File: config.mk
export PLATFORM = sky130hd
export DESIGN_NAME = nes_pad_reader
export DESIGN_NICKNAME = d
export VERILOG_FILES = /design/src/rtl/nes_pad_reader.sv
export SDC_FILE = /design/constraint.sdc
export NUM_CORES = 1
export LEC_CHECK = 0
export ABC_AREA = 1
export CAP_MARGIN = 15
export CORE_MARGIN = 8
export CORE_UTILIZATION = 45
export DETAILED_ROUTE_END_ITERATION = 10
export PLACE_DENSITY = 0.74
export SLEW_MARGIN = 0
export SYNTH_ARGS = -nofsm -noshare
export SYNTH_HDL_FRONTEND = slang
export SYNTH_SLANG_ARGS = --single-unit
File: constraint.sdc
create_clock -name clk -period 2.2 [get_ports clk]
set_input_delay 0.33 -clock clk [delete_from_list [all_inputs] [get_ports clk]]
set_output_delay 0.33 -clock clk [all_outputs]
set_load 0.02 [all_outputs]
File: src/rtl/nes_pad_reader.sv
// NES gamepad serial reader: latches the pad, clocks in its 8 buttons and presents them as held levels.
// Optional NES_PAD_DEBOUNCE_EN: outputs only update after two identical consecutive polls.
module nes_pad_reader #(
    parameter int HALF_PERIOD = 150,
    parameter int POLL_DIV    = 416667
) (
    input  logic clk,
    input  logic rst,
    input  logic pad_data,
    output logic pad_latch,
    output logic pad_clk,
    output logic a,
    output logic b,
    output logic select,
    output logic start,
    output logic up,
    output logic down,
    output logic left,
    output logic right,
    output logic buttons_valid
);

    localparam int PW = $clog2(POLL_DIV);
    localparam int HW = $clog2(2 * HALF_PERIOD);

    localparam logic [PW-1:0] POLL_LAST  = PW'(POLL_DIV - 1);
    localparam logic [PW-1:0] POLL_ZERO  = {PW{1'b0}};
    localparam logic [PW-1:0] POLL_ONE   = {{(PW-1){1'b0}}, 1'b1};
    localparam logic [HW-1:0] HALF_LAST  = HW'(HALF_PERIOD - 1);
    localparam logic [HW-1:0] LATCH_LAST = HW'(2 * HALF_PERIOD - 1);
    localparam logic [HW-1:0] PHASE_ZERO = {HW{1'b0}};
    localparam logic [HW-1:0] PHASE_ONE  = {{(HW-1){1'b0}}, 1'b1};

    typedef enum logic [2:0] {
        ST_IDLE   = 3'd0,
        ST_LATCH  = 3'd1,
        ST_LOW    = 3'd2,
        ST_HIGH   = 3'd3,
        ST_UPDATE = 3'd4
    } state_t;

    generate
        if (HALF_PERIOD < 4) begin : g_bad_half_period
            $error("nes_pad_reader: HALF_PERIOD must be at least 4");
        end
        if (POLL_DIV <= 18 * HALF_PERIOD + 1) begin : g_bad_poll_div
            $error("nes_pad_reader: POLL_DIV must exceed one full frame (18*HALF_PERIOD+1)");
        end
    endgenerate

    state_t          state_r;
    state_t          state_s;
    logic [HW-1:0]   phase_r;
    logic [HW-1:0]   phase_s;
    logic [2:0]      bit_idx_r;
    logic [2:0]      bit_idx_s;
    logic [PW-1:0]   poll_cnt_r;
    logic            poll_tick_s;
    logic            sample_s;
    logic            enter_update_s;
    logic            commit_s;
    logic            sync_meta_r;
    logic            sync_data_r;
    logic [7:0]      shift_r;
    logic [7:0]      btn_r;
    logic            buttons_valid_r;
    logic            pad_latch_r;
    logic            pad_clk_r;

    assign poll_tick_s    = (poll_cnt_r == POLL_LAST);
    assign enter_update_s = (state_s == ST_UPDATE);

    // Two-flop synchroniser for the asynchronous pad data line; idles released (high).
    always_ff @(posedge clk or posedge rst) begin
        if (rst) begin
            sync_meta_r <= 1'b1;
            sync_data_r <= 1'b1;
        end else begin
            sync_meta_r <= pad_data;
            sync_data_r <= sync_meta_r;
        end
    end

    // Free-running poll divider.
    always_ff @(posedge clk or posedge rst) begin
        if (rst) begin
            poll_cnt_r <= POLL_ZERO;
        end else if (poll_tick_s) begin
            poll_cnt_r <= POLL_ZERO;
        end else begin
            poll_cnt_r <= poll_cnt_r + POLL_ONE;
        end
    end

    // Frame sequencer: next state, phase/bit counters and sample strobe.
    always_comb begin
        state_s   = state_r;
        phase_s   = phase_r + PHASE_ONE;
        bit_idx_s = bit_idx_r;
        sample_s  = 1'b0;
        case (state_r)
            ST_IDLE: begin
                phase_s = PHASE_ZERO;
                if (poll_tick_s) begin
                    state_s = ST_LATCH;
                end else begin
                    state_s = ST_IDLE;
                end
            end
            ST_LATCH: begin
                if (phase_r == LATCH_LAST) begin
                    state_s   = ST_LOW;
                    phase_s   = PHASE_ZERO;
                    bit_idx_s = 3'd0;
                end else begin
                    state_s = ST_LATCH;
                end
            end
            ST_LOW: begin
                // Sample on the last low cycle: the pad output has had the whole half-period to settle.
                if (phase_r == HALF_LAST) begin
                    sample_s = 1'b1;
                    state_s  = ST_HIGH;
                    phase_s  = PHASE_ZERO;
                end else begin
                    state_s = ST_LOW;
                end
            end
            ST_HIGH: begin
                if (phase_r == HALF_LAST) begin
                    phase_s = PHASE_ZERO;
                    if (bit_idx_r == 3'd7) begin
                        state_s = ST_UPDATE;
                    end else begin
                        state_s   = ST_LOW;
                        bit_idx_s = bit_idx_r + 3'd1;
                    end
                end else begin
                    state_s = ST_HIGH;
                end
            end
            ST_UPDATE: begin
                state_s = ST_IDLE;
                phase_s = PHASE_ZERO;
            end
            default: begin
                state_s   = ST_IDLE;
                phase_s   = PHASE_ZERO;
                bit_idx_s = 3'd0;
            end
        endcase
    end

    // Sequencer state register.
    always_ff @(posedge clk or posedge rst) begin
        if (rst) begin
            state_r   <= ST_IDLE;
            phase_r   <= PHASE_ZERO;
            bit_idx_r <= 3'd0;
        end else begin
            state_r   <= state_s;
            phase_r   <= phase_s;
            bit_idx_r <= bit_idx_s;
        end
    end

    // Pad lines are registered from the next state so they track the state without a cycle of lag.
    always_ff @(posedge clk or posedge rst) begin
        if (rst) begin
            pad_latch_r <= 1'b0;
            pad_clk_r   <= 1'b1;
        end else begin
            pad_latch_r <= (state_s == ST_LATCH);
            pad_clk_r   <= (state_s != ST_LOW);
        end
    end

    // Internal shift register; pad data is active-low.
    always_ff @(posedge clk or posedge rst) begin
        if (rst) begin
            shift_r <= 8'h00;
        end else if (sample_s) begin
            shift_r[bit_idx_r] <= ~sync_data_r;
        end
    end

`ifdef NES_PAD_DEBOUNCE_EN
    logic [7:0] prev_r;

    // Previous frame sample, always replaced at the end of each frame.
    always_ff @(posedge clk or posedge rst) begin
        if (rst) begin
            prev_r <= 8'h00;
        end else if (enter_update_s) begin
            prev_r <= shift_r;
        end
    end

    assign commit_s = enter_update_s && (shift_r == prev_r);
`else
    assign commit_s = enter_update_s;
`endif

    // Button outputs and valid strobe, live during the UPDATE cycle.
    always_ff @(posedge clk or posedge rst) begin
        if (rst) begin
            btn_r           <= 8'h00;
            buttons_valid_r <= 1'b0;
        end else begin
            buttons_valid_r <= commit_s;
            if (commit_s) begin
                btn_r <= shift_r;
            end
        end
    end

    assign pad_latch     = pad_latch_r;
    assign pad_clk       = pad_clk_r;
    assign buttons_valid = buttons_valid_r;
    assign a             = btn_r[0];
    assign b             = btn_r[1];
    assign select        = btn_r[2];
    assign start         = btn_r[3];
    assign up            = btn_r[4];
    assign down          = btn_r[5];
    assign left          = btn_r[6];
    assign right         = btn_r[7];

endmodule

Word-level counts from Yosys, hierarchy flattened --
Cells that the tools add are included. Widths: inputs -> output; s select.
Word-level totals: output and inout port bits 11, register bits after elaboration 55
Operators by class: reductions and logical operators 5, $lt $le $gt $ge 2, bitwise gates (word level) 2, mux-type cells 19, $add $sub $neg 3, equal/unequal tests 14
Operators by type and width (count):
- $add 19x1->19 const B | 1
- $eq 19x19->1 const B | 1
- $mux 19 | 1
- $mux 9 | 2
- $pmux 9 s2 | 1
- $mux 3 | 5
- $pmux 3 s4 | 1
- $add 9x1->9 const B | 1
- $eq 3x3->1 const B | 3
- $eq 9x8->1 const B | 1
- $eq 9x9->1 const B | 1
- $pmux 3 s3 | 1
- $bwmux 8 | 1
- $eq 3x1->1 const B | 2
- $eq 3x2->1 const B | 2
- $ne 2x2->1 const B | 3
- $mux 1 | 5
- $lt 3x4->1 const B | 1
- $reduce_and 4->1 | 1
- $add 3x1->3 const B | 1
- $demux 1 s3 | 1
- $ge 3x1->1 const B | 1
- $logic_not 3->1 | 1
- $ne 3x2->1 const B | 1
- 5 further kinds | 6

Logic depth before layout (Yosys ltp) --
Gate-level depths: netlist of run 1.
depth in word-level cells 5, mapped depth 9, gate-level depth less buffers 9

Worst setup path after synthesis of run 1 --
Ideal clock, no wire load.
kind flip-flop to flip-flop, start register bit_idx_r[0], end register bit_idx_r[0], path slack 0.782 ns, clock period less this slack 1.418 ns, stages on the path, launching flop included 9, data arrival time 1.300 ns, buffers on the path 0, path through dfrtp_1 > ha_1 > ha_1 > nand4_1 > nand2_1 > inv_1 > nand3_2 > nand2_1 > nand2_1
On the way: word-level cells in the longest chain between the ends 4
Ends and longest elaborated chain:
- start: declaration | RTL line 55 | logic [2:0] bit_idx_r;
- start signal: assignment | RTL line 163 | bit_idx_r <= bit_idx_s;
- $add 3x1->3 | RTL line 136 | bit_idx_s = bit_idx_r + 3'd1;
- $mux 3 | RTL line 132 | if (bit_idx_r == 3'd7) begin
- $mux 3 | RTL line 130 | if (phase_r == HALF_LAST) begin
- $pmux 3 s3 | RTL line 101 | case (state_r)
Several ways; a longest one is shown, not always the timed one. The select of a mux whose other input is x is not followed. A chain may end at the register's enable or synchronous reset.

Worst setup path after layout of run 1 --
start register pad_clk_r, in the netlist pad_clk, end output port pad_clk
RTL lines:
- start: declaration | RTL line 68 | logic pad_clk_r;
- start signal: assignment | RTL line 174 | pad_clk_r <= (state_s != ST_LOW);
- end: declaration | RTL line 11 | output logic pad_clk,
No word-level cell between the ends.

==> results.yml, run 1 <==
routing:
  totalWireLength_mm: 5.56
  ant_nets: 0
  drc: 0
  detailedRoute.firstIterationViolations: 116
  dr.pass1.iters: 4
  wire_per_inst_um: 11.7
  num_vias: 2317
  vias_per_cell: 4.89
yosys:
  synth.distinct_cells: 28
  syn-cell-area_mm2: 0.00294
  syn_nets: 384
  seq_area_frac_synth: 0.470
  yosys.cell_count.top_type: "nand2_1"
  synthCells: 375
  yosysTopAreaCell: "dfrtp_1"
  avgSynthCellArea_um2: 7.84
  yosys-top-cells-area: "dfrtp_1 (44%), nand2_1 (14%), nor2_1 (7.8%)"
  synth-async-reset-ratio: 1.00
  synth_edf_count: 0
  synth_top_area_frac: 0.443
  synth_ff_type: "dfrtp_1"
  ys_warn_count: 0
  ys_ff_latch: 55
  netlist_top_cells_count: "nand2_1 (109), nor2_1 (61), dfrtp_1 (52)"
cells_and_area:
  n_antenna_cell: 0
  nFillCells: 593
  drive_above_1_share: 0.0882
  fin_util: 0.516
  area_delta_synth_final_pct: 11.6
  multi_input_area_mm2: 0.00138
  stdcell_area_mm2: 0.00328
  finalNetCount: 405
  seq_area_mm2: 0.00138
clocking:
  post_cts_buffers: 0
  cts_sinks: 55
  ctsResizeCount: 0
  clkLatencyLatePin_ns: 0.31
  htree_levels: 2
  cts_tree: "built"
  clk_pin_slew_ns: 0.09
  clock-root-buffer: "clkbuf_8"
  cts_made_buffers: 5
  postCtsHoldBufs: 0
  cts_buffer_depth: 2
worst_setup_path:
  crit_path_end_kind: "output pin"
  cp_max_fo: 1
  startpoint: "pad_clk"
  arrival_ns: 1.41
  timing.rr.start: "bit_idx_r[0]"
  cp-start-kind: "flop"
  max_stage_delay_ns: 0.59
  worst-path-buf-inv: 1
  crit_chain: "clkdlybuf4s50_1"
  critPathSlowestCell: "clkdlybuf4s50_1"
  crit_required_ns: 1.87
  reg2reg_depth: 8
  critPathTopFamily: "buffers and inverters"
  crit_cells: 1
  crit_type: "reg2out"
sta:
  slew_violations: 0
  setup_tns_ns: 0
  period_share: 0.790
  rsz0062_at_grt: "false"
  hold_viol_final: 0
  setup_viol: 0
  fmax_mhz: 575
  finClkSkew_ns: 0.0149
  worst_pin_slew_ns: 0.384
  maxSlewHeadroom: 0.744
  period_needed_ns: 1.74
  fin_ws_ns: 0.462
floorplanning:
  core_mm2: 0.00635
  die_area_mm2: 0.00937
  die_x_um: 96.8
  ios: 14
  row_count: 29
  die_y_um: 96.8
  start_util: 0.463
global_routing:
  antenna_found_initial: 0
  grt-ovfl-total: 0
  grtUsageTotal: 0.128
  grt_max_degree: 32
  grt_pass1_vias: 2422
  grt_pass1_wl_mm: 10.4
placed_design:
  dpl_cell_area_mm2: 0.00317
  portBuffers: 13
  place_hpwl_mm: 4.20
  pre_cts_slack_ns: 0.640
  routabilityCongestion: 0.933
power:
  peakVddDrop_uv: 273
  p_per_area_mw_per_mm2: 519
  p_leak_nw: 1.53
run_status:
  outcome: "finished clean"
min_path:
  hp-class: "reg2reg"
  worstHoldStart: "sync_meta_r"
  min_path_cells: 0
run:
  drv_cap: 0
==> metal layers <==
| metal | track usage | up-vias | share of wire |
|---|---|---|---|
| li1 | - | 1223 | - |
| met1 | 0.146 | 1049 | 0.46 |
| met2 | 0.225 | 37 | 0.49 |
| met3 | 0.0327 | 8 | 0.036 |
| met4 | 0.0438 | 0 | 0.012 |
| met5 | 0 | - | 0 |
==> kinds of logic after synthesis <==
logic type                 synth area share
adders and majority gates            0.0255
and+or+nand+nor                       0.382
DFF                                   0.470
buffers and inverters                0.0626
xor gates and xnor gates             0.0447
AOI/OAI and AO/OA                    0.0153
==> report_power, final <==
group | leakage, nW | total, mW | internal (mW) | switching, mW
Combinational | 0.738 | 0.0275 | 0.00587 | 0.0216
Sequential | 0.744 | 1.01 | 1.01 | 0.000437
Clock | 0.0524 | 0.659 | 0.341 | 0.318
Total | 1.53 | 1.70 | 1.36 | 0.340
==> final cells by class <==
| class | instances | share of cell area |
|---|---|---|
| sequential | 55 | 0.421 |
| multi-input combinational | 274 | 0.419 |
| inverter | 45 | 0.0538 |
| timing repair buffer | 15 | 0.0443 |
| tap | 77 | 0.0294 |
| clock buffer | 7 | 0.0233 |
| clock inverter | 1 | 0.00916 |
==> flip-flops by register name (all words and copies together) (netlist names) <==
register / cells
btn_r: 8
buttons_valid: 1
pad_latch: 1
sync_data_r: 1
shift_r: 8
phase_r: 9
pad_clk: 1
state_r: 3
poll_cnt_r: 19
sync_meta_r: 1
bit_idx_r: 3
==> layout by cell type (no fill, tap or decap), drive strengths merged <==
cell / Yosys / routed
a21oi: 4 / 4
a31oi: 1 / 1
and3: 1 / 1
buf: 1 / 2
bufinv: 0 / 1
clkbuf: 0 / 7
clkdlybuf4s50: 0 / 13
clkinv: 1 / 1
dfrtp: 52 / 52
dfstp: 3 / 3
ha: 6 / 6
inv: 44 / 44
nand2: 112 / 112
nand3: 39 / 39
nand3b: 2 / 2
nand4: 15 / 15
nor2: 68 / 68
nor3: 7 / 7
o21ai: 3 / 3
or2: 1 / 1
xnor2: 3 / 3
xor2: 12 / 12
==> per-stage QoR <==
stage | instances | power, mW | hold slack (ns)
5_1_grt | 474 | 1.76 | 0.364
3_3_place_gp | 466 | 1.06 | 0.346
6_report | 474 | 1.70 | 0.360
2_1_floorplan | 375 | 1.05 | 0.334
4_1_cts | 474 | 1.72 | 0.362
3_5_place_dp | 466 | 1.06 | 0.349
==> path summary, 6_finish.rpt <==
| path | end | slack (ns) |
|---|---|---|
| min reg2reg | sync_data_r | 0.36 |
| max reg2reg | bit_idx_r[0] | 0.64 |
| max in group asynchronous | pad_clk | 1.44 |
| min | sync_data_r | 0.36 |
| max | pad_clk | 0.46 |
| min in group asynchronous | shift_r[3] | 0.40 |
Power figures use the tool's default switching activity.
==> inputs of run 2 (changes only) <==
- PLACE_DENSITY: 0.74 -> 0.77
- clock period: 2.2 -> 1.45 ns (I/O delays scaled with it)
==> run 2 against run 1 <==
Net effect:
- first-iteration DRC count up 7.8%
- via count rose by 7.5%
- cell area increased by 7.7%
- critical path type is now reg2reg
- highest routed layer unchanged
==> results.yml, run 2 (synthesis results as in run 1) <==
run_status:
  outcome: "finished clean"
power:
  peakVddDrop_uv: 455
  power_mw: 2.47
  p_leak_nw: 1.65
  p_per_area_mw_per_mm2: 700
routing:
  vias_per_cell: 5.08
  ant_nets: 0
  drc: 0
  wire_per_inst_um: 12.2
  num_vias: 2490
  totalWireLength_mm: 6.00
  detailedRoute.firstIterationViolations: 125
  dr.pass1.iters: 5
clocking:
  cts_tree: "built"
  clk_pin_slew_ns: 0.11
  clkLatencyLatePin_ns: 0.31
  cts_buffer_depth: 2
  cts_sinks: 55
  cts_made_buffers: 5
  htree_levels: 2
  clock-root-buffer: "clkbuf_8"
cells_and_area:
  multi_input_area_mm2: 0.00151
  area_delta_synth_final_pct: 20.2
  finalNetCount: 421
  drive_above_1_share: 0.196
  largest_register: "poll_cnt_r"
  largest_reg_flops: 19
  seq_area_mm2: 0.00139
  n_antenna_cell: 0
  layout_common_cells: "nand2_1 (105), nor2_1 (55), dfrtp_1 (48)"
  fin_util: 0.556
  layout_commonest_cell: "nand2_1"
  stdcell_area_mm2: 0.00353
  reg.largest.list: "poll_cnt_r: 19 flops, phase_r: 9 flops"
  nFillCells: 558
floorplanning:
  core_mm2: 0.00635
  ios: 14
  die_x_um: 96.8
  start_util: 0.463
  row_count: 29
  die_y_um: 96.8
  die_area_mm2: 0.00937
worst_setup_path:
  timing.rr.start: "phase_r[1]"
  rr_endpoint: "shift_r[0]"
  reg2reg_depth: 8
  cp_max_fo: 8
  ff2ff_setup_slack_ns: 0.05
  cp-start-kind: "flop"
  arrival_ns: 1.66
  crit_required_ns: 1.71
  crit_type: "reg2reg"
  crit_path_end_kind: "flop"
global_routing:
  antenna_found_initial: 0
  grt_pass1_vias: 2385
  grt_max_degree: 45
  grtUsageTotal: 0.130
  grt_pass1_wl_mm: 10.5
  grt-ovfl-total: 0
sta:
  period_needed_ns: 1.40
  rsz0062_at_grt: "true"
  period_share: 0.969
  slew_violations: 0
  hold_viol_final: 0
  maxSlewHeadroom: 0.792
  finClkSkew_ns: 0.00743
  worst_pin_slew_ns: 0.310
  fmax_mhz: 712
  setup_viol: 0
placed_design:
  place_hpwl_mm: 4.38
  dpl_cell_area_mm2: 0.00329
  portBuffers: 13
  routabilityCongestion: 0.859
min_path:
  hp-class: "in2async"
run:
  drv_cap: 0
==> run 2: cell types whose count changed in the layout (fill, tap and decap cells not counted), sizes merged <==
| cell | before | now |
|---|---|---|
| clkinvlp | 0 | 1 |
| buf | 2 | 17 |
| bufinv | 1 | 0 |
| clkbuf | 7 | 5 |
| clkdlybuf4s50 | 13 | 2 |
| clkinv | 1 | 4 |
| nor2 | 68 | 69 |
| dlygate4sd2 | 0 | 11 |
| inv | 44 | 43 |
==> run 2: worst max-delay path by stage <==
stage | slack [ns] | cells past startpoint | from | to
after detailed placement | -0.04 | 8 | bit_idx_r[0] | bit_idx_r[0]
after global routing | -0.07 | 8 | phase_r[1] | shift_r[0]
after CTS | 0.01 | 8 | phase_r[1] | shift_r[0]
final | 0.05 | 8 | phase_r[1] | shift_r[0]
after floorplan | 0.03 | 8 | bit_idx_r[0] | bit_idx_r[0]
after global placement | 0.03 | 7 | phase_r[1] | shift_r[7]
==> run 2: repair_timing <==
action	4_1_cts	5_1_grt
hold buffers	0	0
resized for setup	16	33
cloned	0	1
endpoints found under the setup margin	24	47
pin swaps	2	10
setup buffers	0	2
==> run 2: report_power, final <==
part	total (mW)	switching, mW	internal (mW)
registers	1.54	0.000660	1.54
clock network	0.886	0.527	0.359
logic	0.0475	0.0345	0.0131
==> run 2: final cells by class <==
class	instances	share of cell area
multi-input combinational	275	0.429
sequential	55	0.392
timing repair buffer	30	0.0726
inverter	45	0.0517
tap	77	0.0273
clock buffer	5	0.0195
clock inverter	3	0.00815
==> run 2: worst max-delay path, cell delays in order, from the launching register on <==
cell     delay (ns)
dfrtp_1        0.43
inv_2          0.08
ha_4           0.15
nand3_4        0.10
nor2_4         0.14
nand2_2        0.08
nor2_4         0.20
nand3_1        0.11
nand2_1        0.07
==> run 2: metal layers <==
metal	vias up	share of wire	routed length (um)	global-route usage
li1	1264	-	-	-
met2	52	0.50	3000	0.227
met3	10	0.042	251	0.0306
met1	1164	0.44	2670	0.154
met4	0	0.013	80	0.0355
met5	-	0	0	0
==> run 2: metrics by stage <==
stage | cells | hold WS [ns] | setup WS [ns] | setup TNS [ns]
floorplan | 375 | 0.222 | 0.0319 | 0
global placement | 479 | 0.347 | 0.0312 | 0
detailed placement | 479 | 0.348 | -0.0366 | -0.116
CTS | 487 | 0.294 | 0.00982 | 0
global route | 490 | 0.294 | -0.0671 | -0.843
finish | 490 | 0.294 | 0.0454 | 0
==> inputs of run 3 (changes only) <==
- ABC_CLOCK_PERIOD_IN_PS: unset -> 1450
- CORE_ASPECT_RATIO: unset -> 1.5
==> run 3 against run 2 <==
Net effect:
- wire length grew 7.5%
- flip-flop and latch count is the same
- via count grew 2.5%
- global-route usage grew 1.1 points
- first-iteration DRC count grew 11%
- utilization grew 0.69 points
- clock power grew 21%
- critical path type unchanged
==> results.yml, run 3 (synthesis results as in run 1) <==
global_routing:
  antenna_found_initial: 0
  grt_max_degree: 56
  grt-ovfl-total: 0
  grt_pass1_wl_mm: 10.7
  grt_pass1_vias: 2546
  grtUsageTotal: 0.141
routing:
  drc: 0
  wire_per_inst_um: 13.1
  dr.pass1.iters: 4
  vias_per_cell: 5.17
  totalWireLength_mm: 6.45
  num_vias: 2553
  ant_nets: 0
  detailedRoute.firstIterationViolations: 139
clocking:
  clkLatencyLatePin_ns: 0.31
  cts_sinks: 55
  cts_tree: "built"
  clk_pin_slew_ns: 0.10
  htree_levels: 2
  cts_buffer_depth: 2
  cts_made_buffers: 5
  clock-root-buffer: "clkbuf_8"
power:
  peakVddDrop_uv: 516
  p_per_area_mw_per_mm2: 737
  p_leak_nw: 1.68
sta:
  worst_hold_slack_ns: 0.309
  hold_viol_final: 0
  fin_ws_ns: 0.0109
  worst_pin_slew_ns: 0.419
  finClkSkew_ns: 0.0152
  maxSlewHeadroom: 0.718
  setup_viol: 0
  rsz0062_at_grt: "true"
  slew_violations: 0
  period_needed_ns: 1.44
  fmax_mhz: 695
  period_share: 0.992
worst_setup_path:
  rr_endpoint: "shift_r[2]"
  crit_type: "reg2reg"
  critPathTopFamily: "simple AND/OR/NAND/NOR gates"
  critPathSlowestCell: "dfrtp_1"
  ff2ff_setup_slack_ns: 0.01
  crit_chain: "inv_2, ha_4, nand3_4, nor3_4, nand3_1, nand2_1, nand2_1"
  reg2reg_depth: 7
  crit_required_ns: 1.66
  path_common_cell: "nand2_1"
  cp_max_fo: 8
  crit_path_end_kind: "flop"
  arrival_ns: 1.65
  timing.rr.start: "phase_r[1]"
  worst-path-buf-inv: 1
  cp-start-kind: "flop"
  max_stage_delay_ns: 0.42
floorplanning:
  die_y_um: 115
  die_area_mm2: 0.00943
  core_mm2: 0.00640
  die_x_um: 82.0
  row_count: 36
  start_util: 0.460
  ios: 14
cells_and_area:
  layout_commonest_cell: "nand2_1"
  reg.largest.list: "poll_cnt_r: 19 flops, phase_r: 9 flops"
  finalNetCount: 426
  stdcell_area_mm2: 0.00360
  fin_util: 0.563
  seq_area_mm2: 0.00139
  multi_input_area_mm2: 0.00152
  nFillCells: 589
  layout_common_cells: "nand2_1 (103), nor2_1 (55), dfrtp_1 (46)"
  n_antenna_cell: 0
  area_delta_synth_final_pct: 22.6
  drive_above_1_share: 0.215
  largest_reg_flops: 19
  largest_register: "poll_cnt_r"
placed_design:
  portBuffers: 13
  place_hpwl_mm: 4.61
  dpl_cell_area_mm2: 0.00328
  pre_cts_slack_ns: -0.0569
  routabilityCongestion: 0.906
run_status:
  outcome: "finished clean"
run:
  drv_cap: 0
min_path:
  hp-class: "in2async"
## run 3: repair_timing
item,in CTS,in global routing
resized for setup,16,38
setup buffers,3,5
endpoints found under the setup margin,23,47
hold endpoints to repair,0,0
hold buffers,0,0
gates cloned,0,1
pin swaps,3,18
## run 3: worst max path at each step
| stage | startpoint | endpoint | slack (ns) | cells past startpoint |
|---|---|---|---|---|
| global route | phase_r[1] | shift_r[1] | -0.06 | 7 |
| finish | phase_r[1] | shift_r[2] | 0.01 | 7 |
| CTS | phase_r[1] | shift_r[2] | -0.0006 | 7 |
| floorplan | bit_idx_r[0] | bit_idx_r[0] | 0.03 | 8 |
| global placement | phase_r[1] | shift_r[3] | -0.001 | 7 |
| detailed placement | phase_r[1] | shift_r[2] | -0.06 | 7 |
## run 3: metal layers
metal,GRT usage,wire (um),vias up
met5,0,0,-
met4,0.0824,257,0
met3,0.0196,198,22
met2,0.260,3590,53
met1,0.142,2410,1209
li1,-,-,1269
## run 3: layout make-up
cell class,instances,share of cell area
Sequential cell,55,0.385
Clock buffer,6,0.0229
Inverter,45,0.0500
Clock inverter,2,0.0108
Timing Repair Buffer,35,0.0816
Multi-Input combinational cell,275,0.423
Tap cell,76,0.0264
## run 3: tightest hold or removal path: stages
cell,delay [ns]
clkdlybuf4s50_1,0.44
clkinvlp_4,0.09
buf_12,0.27
## run 3: power by group
part / total [mW] / leakage, nW / switching, mW / internal [mW]
logic: 0.0450 / 0.880 / 0.0337 / 0.0113
clock network: 1.07 / 0.0618 / 0.504 / 0.569
registers: 1.54 / 0.735 / 0.000680 / 1.54
total: 2.66 / 1.68 / 0.539 / 2.12
## run 3: per-stage QoR
step                power (mW)    TNS, ns  cells
floorplan                 1.59          0    375
global placement          1.61   -0.00155    477
detailed placement        1.62     -0.426    477
CTS                       2.70  -0.000608    488
global route              2.76      -1.27    494
finish                    2.66          0    494
